==> config.mk <==
export PLATFORM = sky130hd
export DESIGN_NAME = flash_fetch_ctrl
export DESIGN_NICKNAME = d
export VERILOG_FILES = /design/src/rtl/cm0_fetch_pkg.sv /design/src/rtl/fetch_line_buf.sv /design/src/rtl/flash_fetch_ctrl.sv
export SDC_FILE = /design/constraint.sdc
export NUM_CORES = 1
export LEC_CHECK = 0
export CAP_MARGIN = 20
export CORE_MARGIN = 4
export CORE_UTILIZATION = 50
export DETAILED_ROUTE_END_ITERATION = 16
export GPL_TIMING_DRIVEN = 0
export MAX_ROUTING_LAYER = met4
export PLACE_DENSITY = 0.84
export SETUP_SLACK_MARGIN = 0.5
export SLEW_MARGIN = 20
export SYNTH_ARGS = -nofsm -noshare
export SYNTH_HDL_FRONTEND = slang
export SYNTH_HIERARCHICAL = 1
export SYNTH_SLANG_ARGS = --single-unit
==> constraint.sdc <==
create_clock -name clk -period 4.35 [get_ports clk]
set_input_delay 0.87 -clock clk [delete_from_list [all_inputs] [get_ports clk]]
set_output_delay 0.87 -clock clk [all_outputs]
set_load 0.005 [all_outputs]
==> src/rtl/cm0_fetch_pkg.sv <==
// Shared definitions for the Cortex-M0 style instruction fetch stage:
// fetch FSM state encodings, the breakpoint opcode returned on a flash
// timeout, the default boot address and the halfword select helper.
package cm0_fetch_pkg;

  // Fetch FSM states; encodings are fixed and visible to checkers.
  typedef enum logic [1:0] {
    IDLE = 2'b00,
    REQ  = 2'b01,
    WAIT = 2'b10,
    DONE = 2'b11
  } fetch_state_t;

  // BKPT #0, handed to the core when the flash never answers.
  localparam logic [15:0] BKPT_OPCODE = 16'hBE00;

  // Byte address fetched automatically after reset.
  localparam logic [31:0] DEFAULT_RESET_ADDR = 32'h0000_0000;

  // Cycles spent in WAIT before a fetch is abandoned.
  localparam int DEFAULT_TIMEOUT = 15;

  // Pick the Thumb halfword out of a 32-bit flash word (little endian).
  function automatic logic [15:0] select_half(input logic [31:0] word,
                                              input logic        upper);
    return upper ? word[31:16] : word[15:0];
  endfunction

endpackage

==> src/rtl/fetch_line_buf.sv <==
// One-word line buffer for the fetch stage: remembers the last flash word
// read (tag + data + valid), reports a hit for a looked-up word address and
// returns the requested halfword of the buffered word. A timeout
// invalidates it so the next access to that word goes back to flash.
module fetch_line_buf
  import cm0_fetch_pkg::*;
#(
  parameter int TAG_W = 30
) (
  input  logic             clk,
  input  logic             rst,
  input  logic             load,
  input  logic [TAG_W-1:0] load_tag,
  input  logic [31:0]      load_data,
  input  logic             invalidate,
  input  logic [TAG_W-1:0] lookup_tag,
  input  logic             lookup_upper,
  output logic             hit,
  output logic [15:0]      half
);

  logic             valid;
  logic [TAG_W-1:0] tag;
  logic [31:0]      data;

  // Buffer registers: invalidate has priority over a load in the same cycle.
  always_ff @(posedge clk or posedge rst) begin
    if (rst) begin
      valid <= 1'b0;
      tag   <= '0;
      data  <= '0;
    end else if (invalidate) begin
      valid <= 1'b0;
    end else if (load) begin
      valid <= 1'b1;
      tag   <= load_tag;
      data  <= load_data;
    end
  end

  assign hit  = valid && (tag == lookup_tag);
  assign half = select_half(data, lookup_upper);

endmodule

==> src/rtl/flash_fetch_ctrl.sv <==
// Instruction fetch stage between the core control unit and program flash.
// A one-cycle ld_flash pulse plus pc_addr becomes a flash word read; the
// selected Thumb halfword is returned on instr with a one-cycle instr_valid.
// flash_busy stalls the control unit while a flash access is in progress.
// A request arriving while busy is parked in a single pending slot (latest
// address wins) and serviced straight from DONE without an IDLE gap.
// Build option FLASH_FETCH_LINEBUF_EN adds a one-word line buffer so that
// the other halfword of the last word read is served without the flash.
//
// Valid/ready contract on the flash side: fl_rd is raised with fl_addr
// stable and held until fl_ready is seen in WAIT; fl_rdata is taken only in
// that cycle, fl_ready in any other state is ignored, and fl_rd drops the
// cycle after (or immediately on rst).
module flash_fetch_ctrl
  import cm0_fetch_pkg::*;
#(
  parameter int                ADDR_W     = 32,
  parameter logic [ADDR_W-1:0] RESET_ADDR = ADDR_W'(DEFAULT_RESET_ADDR),
  parameter int                TIMEOUT    = DEFAULT_TIMEOUT
) (
  input  logic              clk,
  input  logic              rst,
  input  logic              ld_flash,
  input  logic [ADDR_W-1:0] pc_addr,
  output logic              flash_busy,
  output logic [15:0]       instr,
  output logic              instr_valid,
  output logic              fetch_err,
  output logic [ADDR_W-3:0] fl_addr,
  output logic              fl_rd,
  input  logic [31:0]       fl_rdata,
  input  logic              fl_ready
);

  localparam logic [3:0] LAST_WAIT = 4'(TIMEOUT - 1);

  // FSM state; kept under a plain name so checkers can bind to it.
  fetch_state_t      state;
  logic              booted;
  logic [ADDR_W-1:1] req_addr;   // halfword address of the fetch in progress
  logic              pend_valid;
  logic [ADDR_W-1:1] pend_addr;
  logic [3:0]        wait_cnt;

  logic              svc_req;
  logic [ADDR_W-1:1] svc_addr;
  logic              rd_done;
  logic              timeout_hit;
  logic              buf_hit;
  logic [15:0]       buf_half;

  // Byte-lane bit of the PC never matters for halfword fetches.
  logic unused_pc_bit0;
  assign unused_pc_bit0 = pc_addr[0];

  // Request to service this cycle: live pc in IDLE, pending/latest in DONE.
  always_comb begin
    svc_req  = 1'b0;
    svc_addr = pc_addr[ADDR_W-1:1];
    if (state == DONE) begin
      svc_req  = ld_flash || pend_valid;
      svc_addr = ld_flash ? pc_addr[ADDR_W-1:1] : pend_addr;
    end else if (state == IDLE) begin
      svc_req  = ld_flash && booted;
    end
  end

  // fl_ready beats the timeout when both land on the last WAIT cycle.
  assign rd_done     = (state == WAIT) && fl_ready;
  assign timeout_hit = (state == WAIT) && !fl_ready && (wait_cnt == LAST_WAIT);

`ifdef FLASH_FETCH_LINEBUF_EN
  fetch_line_buf #(
    .TAG_W(ADDR_W - 2)
  ) u_line_buf (
    .clk          (clk),
    .rst          (rst),
    .load         (rd_done),
    .load_tag     (req_addr[ADDR_W-1:2]),
    .load_data    (fl_rdata),
    .invalidate   (timeout_hit),
    .lookup_tag   (svc_addr[ADDR_W-1:2]),
    .lookup_upper (svc_addr[1]),
    .hit          (buf_hit),
    .half         (buf_half)
  );
`else
  assign buf_hit  = 1'b0;
  assign buf_half = 16'h0000;
`endif

  // Fetch FSM with registered outputs; rst drops any access at once.
  always_ff @(posedge clk or posedge rst) begin
    if (rst) begin
      state       <= IDLE;
      booted      <= 1'b0;
      req_addr    <= '0;
      pend_valid  <= 1'b0;
      pend_addr   <= '0;
      wait_cnt    <= '0;
      flash_busy  <= 1'b0;
      instr       <= 16'h0000;
      instr_valid <= 1'b0;
      fetch_err   <= 1'b0;
      fl_addr     <= '0;
      fl_rd       <= 1'b0;
    end else begin
      instr_valid <= 1'b0;
      case (state)
        IDLE: begin
          if (!booted) begin
            // Boot fetch: no ld_flash needed, busy rises for the init logic.
            booted     <= 1'b1;
            req_addr   <= RESET_ADDR[ADDR_W-1:1];
            fl_addr    <= RESET_ADDR[ADDR_W-1:2];
            fl_rd      <= 1'b1;
            flash_busy <= 1'b1;
            state      <= REQ;
            if (ld_flash) begin
              pend_valid <= 1'b1;
              pend_addr  <= pc_addr[ADDR_W-1:1];
            end
          end else if (svc_req) begin
            req_addr <= svc_addr;
            if (buf_hit) begin
              instr       <= buf_half;
              instr_valid <= 1'b1;
            end else begin
              fl_addr    <= svc_addr[ADDR_W-1:2];
              fl_rd      <= 1'b1;
              flash_busy <= 1'b1;
              state      <= REQ;
            end
          end
        end
        REQ: begin
          wait_cnt <= '0;
          state    <= WAIT;
          if (ld_flash) begin
            pend_valid <= 1'b1;
            pend_addr  <= pc_addr[ADDR_W-1:1];
          end
        end
        WAIT: begin
          if (ld_flash) begin
            pend_valid <= 1'b1;
            pend_addr  <= pc_addr[ADDR_W-1:1];
          end
          if (rd_done || timeout_hit) begin
            state       <= DONE;
            fl_rd       <= 1'b0;
            instr_valid <= 1'b1;
            // Busy stays up through DONE when another fetch is queued.
            flash_busy  <= pend_valid || ld_flash;
            if (rd_done) begin
              instr <= select_half(fl_rdata, req_addr[1]);
            end else begin
              instr     <= BKPT_OPCODE;
              fetch_err <= 1'b1;
            end
          end else begin
            wait_cnt <= wait_cnt + 4'd1;
          end
        end
        DONE: begin
          pend_valid <= 1'b0;
          if (svc_req) begin
            req_addr <= svc_addr;
            if (buf_hit) begin
              instr       <= buf_half;
              instr_valid <= 1'b1;
              flash_busy  <= 1'b0;
              state       <= IDLE;
            end else begin
              fl_addr    <= svc_addr[ADDR_W-1:2];
              fl_rd      <= 1'b1;
              flash_busy <= 1'b1;
              state      <= REQ;
            end
          end else begin
            flash_busy <= 1'b0;
            state      <= IDLE;
          end
        end
        default: state <= IDLE;
      endcase
    end
  end

endmodule

## Word-level counts from Yosys, hierarchy flattened

Index checks and enable logic that the tools add are counted.

| storage, ports and cells | value |
|---|---|
| bits of input ports | 68 |
| word-level logic and storage cells | 77 |
| output and inout bits | 50 |
| register bits after elaboration | 120 |

| cells by class | value |
|---|---|
| $add $sub $neg | 1 |
| multiplexer cells | 35 |
| equal/unequal tests | 8 |
| bitwise gates (word level) | 1 |
| reduce and logical (&&, ||, !) cells | 20 |

Operator list:

| kind | number |
|---|---|
| 31-bit two-way mux | 5 |
| 31-bit one-hot mux with 2 select lines | 2 |
| 30-bit two-way mux | 2 |
| 30-bit one-hot mux with 2 select lines | 1 |
| 16-bit two-way mux | 2 |
| 1-bit two-way mux | 14 |
| 2-bit AND reduction | 5 |
| 1-bit one-hot mux with 3 select lines | 3 |
| 2-bit one-hot mux with 4 select lines | 1 |
| 4-bit one-hot mux with 2 select lines | 1 |
| 2-bit two-way mux | 3 |
| 3-bit AND reduction | 2 |
| 2-bit nonzero test | 3 |
| 4-bit by 1-bit adder with 4-bit output (second input constant) | 1 |
| 2-bit equality test (second input constant) | 2 |
| 4-bit equality test (second input constant) | 1 |
| 1-bit logical AND | 4 |
| 4-bit two-way mux | 1 |
| 2-bit != test (second input constant) | 2 |
| 3-bit != test (second input constant) | 1 |
| 3-bit nonzero test | 1 |
| 2-bit by 1-bit equality test with 1-bit output (second input constant) | 1 |
| 2-bit zero test | 1 |
| 1-bit logical OR | 2 |
| 4 further kinds | 4 |

## Logic depth before layout (Yosys ltp)

| depth | value |
|---|---|
| depth after elaboration | 6 |
| depth in mapped cells | 8 |

## Worst setup path after synthesis

OpenSTA, ideal clock, no wires.

| timing | value |
|---|---|
| path kind | input -> register |
| start | input port fl_ready |
| end | register flash_busy |
| library setup time | 0.125 ns |
| arrival time | 1.659 ns |
| stages | 4 |
| setup slack | 2.566 ns |
| cell sequence | a31oi_1 mux2i_1 nand2_1 mux2_2 |

| on the way | value |
|---|---|
| longest elaborated chain between the ends | 6 |

Ends and longest elaborated chain:

| what | line | source |
|---|---|---|
| from (decl) | flash_fetch_ctrl.sv:32 | `input logic fl_ready` |
| 1-bit zero test | flash_fetch_ctrl.sv:70 | `assign timeout_hit = (state == WAIT) && !fl_ready && (wait_cnt == LAST_WAIT);` |
| 1-bit logical AND (2 in a row) | flash_fetch_ctrl.sv:70 |  |
| 1-bit logical OR * | flash_fetch_ctrl.sv:149 | `if (rd_done \|\| timeout_hit) begin` |
| 2-bit by 1-bit != test with 1-bit output (no line) * | - |  |
| 3-bit AND reduction (no line) * | - |  |
| to (signal assigned) | flash_fetch_ctrl.sv:154 | `flash_busy <= pend_valid \|\| ld_flash;` |
| to (decl) | flash_fetch_ctrl.sv:25 | `output logic flash_busy,` |

Mark *: on every way between the ends. The rest lies on a longest branch, timed or not.
A chain may end at the register's enable or synchronous reset.

## Worst setup path in the final report

| timing | value |
|---|---|
| start | input port ld_flash |
| end | register fl_addr[9] |

| on the way | value |
|---|---|
| longest elaborated chain between the ends | 6 |

Ends and longest elaborated chain:

| what | line | source |
|---|---|---|
| from (decl) | flash_fetch_ctrl.sv:23 | `input logic ld_flash,` |
| 1-bit logical AND | flash_fetch_ctrl.sv:64 | `svc_req = ld_flash && booted;` |
| 1-bit two-way mux | flash_fetch_ctrl.sv:63 | `end else if (state == IDLE) begin` |
| 1-bit two-way mux | flash_fetch_ctrl.sv:60 | `if (state == DONE) begin` |
| 30-bit two-way mux * | flash_fetch_ctrl.sv:167 | `if (svc_req) begin` |
| 30-bit two-way mux | flash_fetch_ctrl.sv:111 | `if (!booted) begin` |
| 30-bit one-hot mux with 2 select lines * | flash_fetch_ctrl.sv:109 | `case (state)` |
| to (signal assigned) | flash_fetch_ctrl.sv:115 | `fl_addr <= RESET_ADDR[ADDR_W-1:2];` |
| to (signal assigned) | flash_fetch_ctrl.sv:129 | `fl_addr <= svc_addr[ADDR_W-1:2];` |
| to (signal assigned) | flash_fetch_ctrl.sv:175 | `fl_addr <= svc_addr[ADDR_W-1:2];` |
| to (decl) | flash_fetch_ctrl.sv:29 | `output logic [ADDR_W-3:0] fl_addr,` |

Marks and branches as above.

==> reports/summary.txt <==
Grt met1 use: 28.1%
Synth Warn #: 6
Synthesized flop and latch total: 90
R2R Path Start: state[0]
Die span in x: 97.6 um
Cells along the critical path: clkdlybuf4s50_1 > nand2b_1 > buf_2 > nor2_1 > nor2_1 > buf_2 > a21oi_1
Worst Skew: 0.00861 ns
Clock root cell: clkbuf_8
# setup viols final: 0
DRT iter0 DRCs: 151
Slew margin rel.: 68.4%
Sink Count: 90
Outcome: complete, no violations
Critical Path AT: 2.39 ns
R2R setup slack: 2.41 ns
Unrepaired setup endpoints after global routing: no
Layout cells sized above 1: 15.4%
Antenna-violating nets left: 0
Grt ovf: 0
FF+latch area: 0.00225 mm2
Die Footprint: 0.00953 mm2
Crit Path Category: in2reg
FFs w/ async S/R, synth: 100%
Hold Path End: fetch_err
Post-synthesis sequential area ratio: 56.1%
Final Cycle Share: 49.7%
Hold Startpoint: fetch_err
DP Worst Slack: 1.85 ns
Top Family by Delay on Critical Path: buffers and inverters
All-Layer GR Usage: 21.7%
R2r endpoint: fl_addr[23]
GR Layer Usage met3: 4.74%
Ports: 118
Final Wtd Congestion: 0.837
Worst Tran Pin Value: 0.474 ns
Critical-path top delay cell: clkdlybuf4s50_1
Top_reg_cell synth: dfrtp_1
Largest net degree at the start of global routing: 59
Filler cell count: 571
Worst-Skew Late Latency: 0.35 ns
Final hold violation count: 0
Syn Inst Count: 355
Final wirelength: 9950 um
Placed inst area: 0.00534 mm2
Area Overhead vs Synth: 37.7%
H-Tree Depth: 3
WL/cell: 16.9 um
Clock transition at path regs: 0.08 ns
Initial Util: 51.7%
Clk buf depth: 2
Final WS setup: 2.19 ns
HP Class: reg2reg
Buf+Inv Stages, Crit Path: 3
Worst setup EP type: flop
Syn_nets: 428
Total vias in the final route: 3222
CTS tree: built
Power density over cell area: 697 mW/mm2
Core area: 0.00777 mm2
Post-synth EDFFs: 0
Fin. max-slew vios: 0
Vias in the first global route: 3255
Avg Vias per Cell: 5.46
Netlist cell types: 32
GRT busiest layer: met2
Post-CTS Resized: 0
Postcts setup bufs: 0
Cts hold-fix bufs: 0
Total power: 0.00386 W
Crit path launch type: primary input
Worst vdd ir: 331 uV
Crit path max fanout: 10
Fin crit period: 2.16 ns
Synth Cell Area: 0.00402 mm2
Post-synthesis average cell area: 11.3 um2
Met2 Usage GRT: 34.1%
Maxcap violations: 0
Vert. Die Dim: 97.6 um
Hold Path Stages: 1
Largest stage delay, worst path: 0.61 ns
HPWL after DPL: 7370 um
Peak Freq: 463 MHz
Antenna Cells: 0
Rows: 32
Pre-antenna DRT Iters: 4
Finished Layout Cells: 590
Final nets: 556
Footprint of the multi-input gates: 0.00161 mm2
First-pass GRT wire length: 16300 um
Leakage: 2.41 nW
Worst R2R Path Depth: 7
Initial antenna violation count: 0
Cts bufs inserted: 9
I/O Buffers: 116
Cells after DPL: 574
Required @ worst endpoint: 4.58 ns
DRC: 0
Final Cell Area: 0.00553 mm2
-- where the power goes --
group | leakage (nW) | switching (W) | total [W] | internal (W)
registers | 1.07 | 0.000219 | 0.00146 | 0.00124
logic | 1.24 | 0.000846 | 0.00183 | 0.000988
clock network | 0.103 | 0.000284 | 0.000564 | 0.000280
-- cells in the mapped netlist (2+ instances only) --
cell type / n / area (um2)
nand2_1: 21 / 78.8
nand2b_1: 3 / 18.8
nor2_1: 32 / 120
o21ai_0: 17 / 85.1
or3_1: 2 / 12.5
dfrtp_1: 90 / 2250
buf_1: 2 / 7.51
buf_2: 17 / 85.1
o21ai_1: 10 / 50.1
a21oi_1: 35 / 175
mux2i_1: 28 / 280
mux2_2: 32 / 360
ha_1: 5 / 62.6
buf_4: 5 / 37.5
nor2b_1: 2 / 12.5
and2_1: 2 / 12.5
inv_1: 5 / 18.8
o221ai_1: 22 / 193
nand3_1: 12 / 60.1
-- through the flow --
| stage | hold WS (ns) | utilization [%] | setup TNS, ns |
|---|---|---|---|
| 2_1_floorplan | 0.460 | - | 0 |
| 3_3_place_gp | 0.463 | 68.3 | -9.61 |
| 3_5_place_dp | 0.474 | 68.7 | 0 |
| 4_1_cts | 0.492 | 71.2 | 0 |
| 5_1_grt | 0.519 | 71.2 | 0 |
| 6_report | 0.486 | 71.2 | 0 |
-- metal layers --
metal  share of wire (%)  vias to the layer above
met4                 2.4                        0
met2                  49                      103
met3                 4.7                       19
met5                   0                        -
met1                  44                     1570
li1                    -                     1530
-- flip-flops by register name, indices dropped and copies added, names as in the netlist --
register,cells
instr,16
booted,1
state,2
flash_busy,1
instr_valid,1
pend_addr,31
req_addr,1
fl_rd,1
fl_addr,30
wait_cnt,4
fetch_err,1
pend_valid,1
-- worst max-delay path by stage --
stage,from,depth (start not counted),slack (ns),endpoint
6_report,ld_flash,7,2.19,fl_addr[9]
3_5_place_dp,ld_flash,7,1.85,fl_addr[20]
5_1_grt,fl_ready,6,2.10,instr[14]
4_1_cts,fl_addr[21],1,2.21,fl_addr[21]
2_1_floorplan,rst,1,1.14,booted
3_3_place_gp,rst,2,-0.11,fl_addr[22]
-- logic make-up (layout without fill, tap and decap cells) --
family,after synthesis,after routing,share of synthesized area [%]
flops,90,90,56.1
simple gates,79,79,8.79
mux,60,60,16.0
buf+inv,31,164,3.89
fa+ha+maj,5,5,1.56
compound gates,90,90,13.7
-- worst reg2reg max path: stages, from the launching register on --
cell     delay, ns
dfrtp_1       0.38
inv_1         0.09
ha_1          0.32
buf_2         0.19
or3_1         0.36
buf_1         0.25
nand3_1       0.17
o21ai_1       0.08
-- area by class of cell --
cell class,count,area share [%]
plain buffers,25,2.42
clock buffers,11,2.56
clock inverters,5,0.973
inverters,6,0.452
multi-input cells,234,29.1
flip-flops and latches,90,40.7
well taps,102,2.31
repair buffers,117,21.5
-- placed cells by master, fill, tap and decap left out, types with 10 or more instances in the layout --
| cell | count |
|---|---|
| a21oi_1 | 35 |
| buf_2 | 17 |
| clkbuf_8 | 10 |
| clkdlybuf4s50_1 | 116 |
| dfrtp_1 | 90 |
| mux2_2 | 32 |
| mux2i_1 | 28 |
| nand2_1 | 21 |
| nand3_1 | 12 |
| nor2_1 | 32 |
| o21ai_0 | 17 |
| o21ai_1 | 10 |
| o221ai_1 | 22 |
(Power assumes the default switching activity.)
